**src/rtl/systolic_pkg.sv**
```systemverilog
// Shared constants, sequencer state encoding and beat slicing for the systolic feed path.
package systolic_pkg;

    localparam int N          = 4;
    localparam int DATA_W     = 16;
    localparam int BEAT_W     = N * N * DATA_W;
    localparam int BEAT_BYTES = BEAT_W / 8;

    typedef enum logic [3:0] {
        ST_IDLE,
        ST_CLEAR,
        ST_REQ_W,
        ST_WAIT_W,
        ST_REQ_X,
        ST_WAIT_X,
        ST_FEED,
        ST_DRAIN,
        ST_DONE
    } feed_state_t;

    // Element (kk, r) of a 256-bit beat: kk selects the k offset, r the row/column.
    function automatic logic [DATA_W-1:0] beat_slice(input logic [BEAT_W-1:0] beat,
                                                     input int kk, input int r);
        return beat[DATA_W*(N*kk + r) +: DATA_W];
    endfunction

endpackage

```
**src/rtl/systolic_feed_ctrl_skew_pipe.sv**
```systemverilog
// Per-lane delay chain: lane r is delayed by r enabled cycles, lane 0 passes straight through.
module skew_pipe #(
    parameter int LANES = 4,
    parameter int WIDTH = 16
) (
    input  logic                   clk,
    input  logic                   reset,
    input  logic                   en,
    input  logic [LANES*WIDTH-1:0] din,
    output logic [LANES*WIDTH-1:0] dout
);

    assign dout[WIDTH-1:0] = din[WIDTH-1:0];

    for (genvar gi = 1; gi < LANES; gi++) begin : g_lane
        logic [WIDTH-1:0] stage_reg [0:gi-1];

        // Shifting only on en keeps the wavefront aligned across fetch stalls.
        always_ff @(posedge clk) begin
            if (reset) begin
                for (int s = 0; s < gi; s++) begin
                    stage_reg[s] <= '0;
                end
            end else if (en) begin
                stage_reg[0] <= din[gi*WIDTH +: WIDTH];
                for (int s = 1; s < gi; s++) begin
                    stage_reg[s] <= stage_reg[s-1];
                end
            end
        end

        assign dout[gi*WIDTH +: WIDTH] = stage_reg[gi-1];
    end

endmodule

```
**src/rtl/systolic_feed_ctrl.sv**
```systemverilog
// Fetches W/X tiles one k-block at a time over the DMA port and feeds the 4x4 array with skew.
module systolic_feed_ctrl
    import systolic_pkg::*;
#(
    parameter int N      = systolic_pkg::N,
    parameter int DATA_W = systolic_pkg::DATA_W,
    parameter int CNT_W  = 32
) (
    input  logic                  clk,
    input  logic                  reset,
    input  logic                  start,
    input  logic [CNT_W-1:0]      w_addr,
    input  logic [CNT_W-1:0]      x_addr,
    input  logic [CNT_W-1:0]      k_dim,
    input  logic [CNT_W-1:0]      x_stride,
    output logic [CNT_W-1:0]      dma_addr,
    output logic                  dma_re,
    input  logic                  dma_req_ready,
    input  logic                  dma_resp_valid,
    input  logic [N*N*DATA_W-1:0] dma_rdata,
    output logic                  clear_acc,
    output logic                  en,
    output logic [N*DATA_W-1:0]   a_left,
    output logic [N*DATA_W-1:0]   b_top,
    output logic                  busy,
    output logic                  done,
    output logic [CNT_W-1:0]      busy_cycles,
    output logic [CNT_W-1:0]      compute_cycles,
    output logic [CNT_W-1:0]      stall_cycles,
    output logic [CNT_W-1:0]      dma_req_count
);

    localparam int KK_W    = $clog2(N);
    localparam int DRAIN_W = $clog2(2*N);
    localparam logic [DRAIN_W-1:0] DRAIN_LAST = DRAIN_W'(2*N - 2);
    localparam logic [KK_W-1:0]    KK_LAST    = KK_W'(N - 1);

    feed_state_t               state_reg;
    logic [CNT_W-1:0]          k_dim_reg;
    logic [CNT_W-1:0]          kb_reg;
    logic [CNT_W-1:0]          t_reg;
    logic [KK_W-1:0]           kk_reg;
    logic [DRAIN_W-1:0]        drain_cnt_reg;
    logic [CNT_W-1:0]          w_ptr_reg;
    logic [CNT_W-1:0]          x_ptr_reg;
    logic [CNT_W-1:0]          x_stride_reg;
    logic [N*N*DATA_W-1:0]     w_beat_reg;
    logic [N*N*DATA_W-1:0]     x_beat_reg;
    logic                      done_reg;
    logic [CNT_W-1:0]          busy_cycles_reg;
    logic [CNT_W-1:0]          compute_cycles_reg;
    logic [CNT_W-1:0]          stall_cycles_reg;
    logic [CNT_W-1:0]          dma_req_count_reg;

    logic [CNT_W:0]            kb_sum;
    logic [CNT_W-1:0]          kb_next;
    logic                      fetching;
    logic                      req_fire;
    logic                      feed_live;
    logic [N*DATA_W-1:0]       a_feed;
    logic [N*DATA_W-1:0]       b_feed;

    // Widened by one bit so k_dim near 2^CNT_W does not wrap the round-up.
    assign kb_sum  = {1'b0, k_dim} + (CNT_W+1)'(N - 1);
    assign kb_next = CNT_W'(kb_sum >> KK_W);

    assign fetching = (state_reg == ST_REQ_W) || (state_reg == ST_WAIT_W) ||
                      (state_reg == ST_REQ_X) || (state_reg == ST_WAIT_X);

    // Dropping on reset itself lets the request vanish before the state register clears.
    assign dma_re   = ((state_reg == ST_REQ_W) || (state_reg == ST_REQ_X)) && !reset;
    assign dma_addr = (state_reg == ST_REQ_W) ? w_ptr_reg :
                      (state_reg == ST_REQ_X) ? x_ptr_reg : '0;
    assign req_fire = dma_re && dma_req_ready;

    assign clear_acc = (state_reg == ST_CLEAR);
    assign en        = (state_reg == ST_FEED) || (state_reg == ST_DRAIN);
    assign busy      = (state_reg != ST_IDLE);
    assign done      = done_reg;

    assign busy_cycles    = busy_cycles_reg;
    assign compute_cycles = compute_cycles_reg;
    assign stall_cycles   = stall_cycles_reg;
    assign dma_req_count  = dma_req_count_reg;

    // Global k index of the current slice is {t, kk}; slices past k_dim feed zeros.
    assign feed_live = (state_reg == ST_FEED) &&
                       ({t_reg, kk_reg} < {{KK_W{1'b0}}, k_dim_reg});

    for (genvar gi = 0; gi < N; gi++) begin : g_feed
        assign a_feed[gi*DATA_W +: DATA_W] =
            feed_live ? beat_slice(w_beat_reg, int'(kk_reg), gi) : '0;
        assign b_feed[gi*DATA_W +: DATA_W] =
            feed_live ? beat_slice(x_beat_reg, int'(kk_reg), gi) : '0;
    end

    skew_pipe #(.LANES(N), .WIDTH(DATA_W)) u_skew_a (
        .clk   (clk),
        .reset (reset),
        .en    (en),
        .din   (a_feed),
        .dout  (a_left)
    );

    skew_pipe #(.LANES(N), .WIDTH(DATA_W)) u_skew_b (
        .clk   (clk),
        .reset (reset),
        .en    (en),
        .din   (b_feed),
        .dout  (b_top)
    );

    always_ff @(posedge clk) begin
        if (reset) begin
            state_reg          <= ST_IDLE;
            k_dim_reg          <= '0;
            kb_reg             <= '0;
            t_reg              <= '0;
            kk_reg             <= '0;
            drain_cnt_reg      <= '0;
            w_ptr_reg          <= '0;
            x_ptr_reg          <= '0;
            x_stride_reg       <= '0;
            w_beat_reg         <= '0;
            x_beat_reg         <= '0;
            done_reg           <= 1'b0;
            busy_cycles_reg    <= '0;
            compute_cycles_reg <= '0;
            stall_cycles_reg   <= '0;
            dma_req_count_reg  <= '0;
        end else begin
            if (state_reg != ST_IDLE) busy_cycles_reg <= busy_cycles_reg + CNT_W'(1);
            if (state_reg == ST_FEED) compute_cycles_reg <= compute_cycles_reg + CNT_W'(1);
            if (fetching)             stall_cycles_reg <= stall_cycles_reg + CNT_W'(1);
            if (req_fire)             dma_req_count_reg <= dma_req_count_reg + CNT_W'(1);

            case (state_reg)
                ST_IDLE: begin
                    if (start) begin
                        k_dim_reg          <= k_dim;
                        kb_reg             <= kb_next;
                        t_reg              <= '0;
                        kk_reg             <= '0;
                        w_ptr_reg          <= w_addr;
                        x_ptr_reg          <= x_addr;
                        x_stride_reg       <= x_stride;
                        done_reg           <= 1'b0;
                        busy_cycles_reg    <= '0;
                        compute_cycles_reg <= '0;
                        stall_cycles_reg   <= '0;
                        dma_req_count_reg  <= '0;
                        state_reg          <= ST_CLEAR;
                    end
                end
                ST_CLEAR: begin
                    state_reg <= (kb_reg == '0) ? ST_DONE : ST_REQ_W;
                end
                ST_REQ_W: begin
                    if (dma_req_ready) state_reg <= ST_WAIT_W;
                end
                ST_WAIT_W: begin
                    if (dma_resp_valid) begin
                        w_beat_reg <= dma_rdata;
                        state_reg  <= ST_REQ_X;
                    end
                end
                ST_REQ_X: begin
                    if (dma_req_ready) state_reg <= ST_WAIT_X;
                end
                ST_WAIT_X: begin
                    if (dma_resp_valid) begin
                        x_beat_reg <= dma_rdata;
                        kk_reg     <= '0;
                        state_reg  <= ST_FEED;
                    end
                end
                ST_FEED: begin
                    kk_reg <= kk_reg + KK_W'(1);
                    if (kk_reg == KK_LAST) begin
                        t_reg     <= t_reg + CNT_W'(1);
                        w_ptr_reg <= w_ptr_reg + CNT_W'(BEAT_BYTES);
                        x_ptr_reg <= x_ptr_reg + x_stride_reg;
                        if (t_reg + CNT_W'(1) < kb_reg) begin
                            state_reg <= ST_REQ_W;
                        end else begin
                            drain_cnt_reg <= '0;
                            state_reg     <= ST_DRAIN;
                        end
                    end
                end
                ST_DRAIN: begin
                    drain_cnt_reg <= drain_cnt_reg + DRAIN_W'(1);
                    if (drain_cnt_reg == DRAIN_LAST) state_reg <= ST_DONE;
                end
                ST_DONE: begin
                    done_reg  <= 1'b1;
                    state_reg <= ST_IDLE;
                end
                default: state_reg <= ST_IDLE;
            endcase
        end
    end

endmodule

```
**config.mk**
```make
export PLATFORM = sky130hd
export DESIGN_NAME = systolic_feed_ctrl
export DESIGN_NICKNAME = d
export VERILOG_FILES = /design/src/rtl/systolic_pkg.sv /design/src/rtl/systolic_feed_ctrl_skew_pipe.sv /design/src/rtl/systolic_feed_ctrl.sv
export SDC_FILE = /design/constraint.sdc
export NUM_CORES = 2
export LEC_CHECK = 0
export CAP_MARGIN = 20
export CORE_MARGIN = 3
export CORE_UTILIZATION = 55
export DETAILED_ROUTE_END_ITERATION = 7
export PLACE_DENSITY = 0.81
export SLEW_MARGIN = 10
export SYNTH_ARGS = -nofsm -noshare
export SYNTH_HDL_FRONTEND = slang
export SYNTH_SLANG_ARGS = --single-unit
export TNS_END_PERCENT = 30
```
**constraint.sdc**
```tcl
create_clock -name clk -period 5 [get_ports clk]
set_input_delay 1 -clock clk [delete_from_list [all_inputs] [get_ports clk]]
set_output_delay 1 -clock clk [all_outputs]
set_load 0.02 [all_outputs]
```
==> impl_results.md <==
* Seq/Total Area, Yosys at 48.6%
* Critical path startpoint category: flop
* Die Span X at 297 um
* Cts bufs inserted at 105
* Max_slew headroom at 24.5%
* Yosys cell types at 79
* CP delay by family, top: compound AO/OA/AOI/OAI gates
* Switching share of power at 29.0%
* Vias in the first global route at 38300
* Net Count, Synth at 5789
* Initial Util at 55.6%
* Asr flop ratio synth at 0%
* Fin crit period at 4680 ps
* 1st-iter DRT viols at 3889
* Number of clock sinks at 1033
* H-tree depth at 3
* Tcrit/Tclk final at 93.7%
* Achievable frequency at 213 MHz
* Worst-path clk slew at 70 ps
* Later-pin clock latency in the skew report at 660 ps
* Critical Path Max Stage Delay at 320 ps
* Sw power at 6.26 mW
* CTS tree: done
* Register bit count reported by yosys at 1033
* Hold Fails Final Rpt at 0
* # nets final at 6215
* Biggest area consumer among synthesized cells: dfxtp_1
* Die Ht at 297 um
* Antenna-violating nets left at 0
* Leak at 19.8 nW
* Cell area power density at 377 nW/um2
* Number of port buffers at 681
* Worst Clk Skew at 42.0 ps
* CTS Root Cell: clkbuf_16
* Share of cells above drive strength 1 at 7.28%
* WL final at 144000 um
* Setup TNS Final at 0 ps
* Worst path buffer plus inverter count at 4
* Post-synth EDFFs at 192
* Combinational fraction of design power at 18.2%
* Combined area of the multi-input logic cells at 21900 um2
* Least-Margin Pin Slew at 1130 ps
* Final instance area at 57300 um2
* DRC viols at 0
* Mux share of post-synthesis cell area at 6.64%
* Hold Crit Class: reg -> reg
* Slew Limit Fails at 0
* Setup crit end kind: output port
* Layout fillers at 6388
* Syn Area/Cell at 8.78 um2
* DP Area at 53700 um2
* Yosys Warn Count at 0
* Adder-cell share of the synthesized area at 2.76%
* Max-cap violations at 0
* Routability cong. at 0.926
* Mapped Cells at 5298
* Critical Path Slowest Stage Cell: dfxtp_1
* Peak supply drop at 0.382 mV
* Setup bufs post-CTS at 0
* Status: completed
* Setup Crit Path Kind: reg -> out
* Cells along the critical path: inv_1, ha_1, a21o_1, a21o_1, a21oi_1, o21ai_0, a221oi_1, o21ai_0, a31oi_1, buf_4, o21ai_4, buf_12, nor3b_1, clkbuf_2
* Critical Path AT at 3680 ps
* Num ports at 682
* Total power at 21.6 mW
* Total track usage at 31.3%
* CP required at 4000 ps
* Die area at 88100 um2
* Post-Syn Area at 46500 um2
* RSZ-0062 raised after global routing: no
* DP HPWL at 97900 um
* Cell Rows at 106
* Main combinational cell family by area after synthesis: simple AND/OR/NAND/NOR gates
* Int Power at 15.3 mW
* First-pass DRT Iterations at 7
* Register area at 22600 um2
* Max clock buf depth at 3
* XOR/XNOR share of the synthesized area at 3.11%
* Final setup viols at 0
* Total grt overflow at 0
* Synth Area in Compound Gates at 12.5%
* Largest net degree at the start of global routing at 230
* Hold Buf Count CTS at 0
* Synth top area share at 36.2%
* Initial antenna violation count at 56
* Placeable core area at 83700 um2
* CP max FO at 26
* Most frequently used flop master after synthesis: dfxtp_1
* First-pass GRT wire length at 220000 um
* Via density per instance at 5.79
* Total number of vias at 40500
* Simple-gate share of the synthesized area at 21.8%
* Seq pwr share at 43.8%
* Area contributors post-synth: dfxtp_1 (36%), edfxtp_1 (12%), nand2_1 (11%)
* Layout Area Growth over Synthesis at 23.2%
* Routed length per instance at 20.6 um
* Clock power share at 38.0%
[worst paths after layout]
path	to	depth (start not counted)	slack, ps	start
setup / recovery	a_left[2]	14	320	k_dim_reg[15]$_SDFFE_PP0P_
hold / removal	w_beat_reg[242]$_SDFFE_PP0P_	2	450	w_beat_reg[242]$_SDFFE_PP0P_
setup reg to reg	drain_cnt_reg[2]$_SDFFE_PP0P_	16	500	t_reg[0]$_SDFFE_PP0P_
hold reg to reg	w_beat_reg[242]$_SDFFE_PP0P_	2	450	w_beat_reg[242]$_SDFFE_PP0P_
[stage by stage]
| stage | std cells | utilization, % | setup WS (ps) | hold slack [ps] |
|---|---|---|---|---|
| 2_1_floorplan | 5298 | - | 492 | 433 |
| 3_3_place_gp | 6750 | 64.1 | 484 | 439 |
| 3_5_place_dp | 6751 | 64.1 | 435 | 443 |
| 4_1_cts | 6947 | 68.4 | 38.8 | 452 |
| 5_1_grt | 6983 | 68.4 | 14.6 | 468 |
| 6_report | 6994 | 68.5 | 316 | 451 |
[cell usage after synthesis, types with 90 or more instances]
cell,instances
mux4_2,128
edfxtp_1,192
inv_1,92
ha_1,101
nand3_1,90
a21oi_1,736
and2_1,105
nor2b_1,109
nand2_1,1423
clkbuf_1,332
dfxtp_1,841
nor2_1,294
[worst reg2reg max path: cells and delay by family (launching register included)]
kind,cells,cell delay (ps)
AND/OR/NAND/NOR,9,2320
AO/OA/AOI/OAI,4,850
adder cells (fa/ha/maj),2,610
flip-flops,1,450
XOR/XNOR,1,160
[cell type report]
cell class / instances / area share, %
antenna: 47 / 0.205
timing repair buffer: 730 / 12.7
multi-input combinational: 3761 / 38.2
inverter: 93 / 0.609
clock inverter: 49 / 1.07
sequential: 1033 / 39.5
clock buffer: 147 / 5.27
tap: 1134 / 2.48
[cells by family after synthesis]
family | after synthesis
fa+ha+maj | 102
mux | 148
simple gates | 2306
xor+xnor | 165
flops | 1033
buf+inv | 504
compound gates | 1040
[per-layer routing]
| layer | vias up | global-route usage, % | share of wire, % |
|---|---|---|---|
| met4 | 20 | 17.1 | 5.5 |
| met1 | 19500 | 40.1 | 39 |
| met3 | 390 | 7.00 | 8.5 |
| met5 | - | 0 | 0.10 |
| met2 | 1712 | 49.4 | 46 |
| li1 | 18900 | - | - |
[power groups by stage]
stage          Combinational, mW  Sequential [mW]  Clock, mW
6_report                    3.94             9.45       8.20
3_5_place_dp                3.85             9.61          0
2_1_floorplan               2.51             9.48          0
5_1_grt                     4.30             9.50       8.61
3_3_place_gp                3.80             9.58          0
4_1_cts                     3.89             9.43       8.28
[cell usage in the layout (no fill, tap or decap), types with 89 or more instances in the layout]
cell type           n
dfxtp_1           838
clkbuf_16         107
and2_1            105
nand3_1            89
edfxtp_1          192
nand2_1          1420
ha_1              101
nor2b_1           108
a21oi_1           736
inv_1              92
clkdlybuf4s50_1   648
nor2_1            292
mux4_2            128
[repair_timing]
action	in CTS	in global routing
pin swaps	0	1
resized for setup	27	87
endpoints found under the setup margin	26	31
Power figures use the tool's default switching activity.
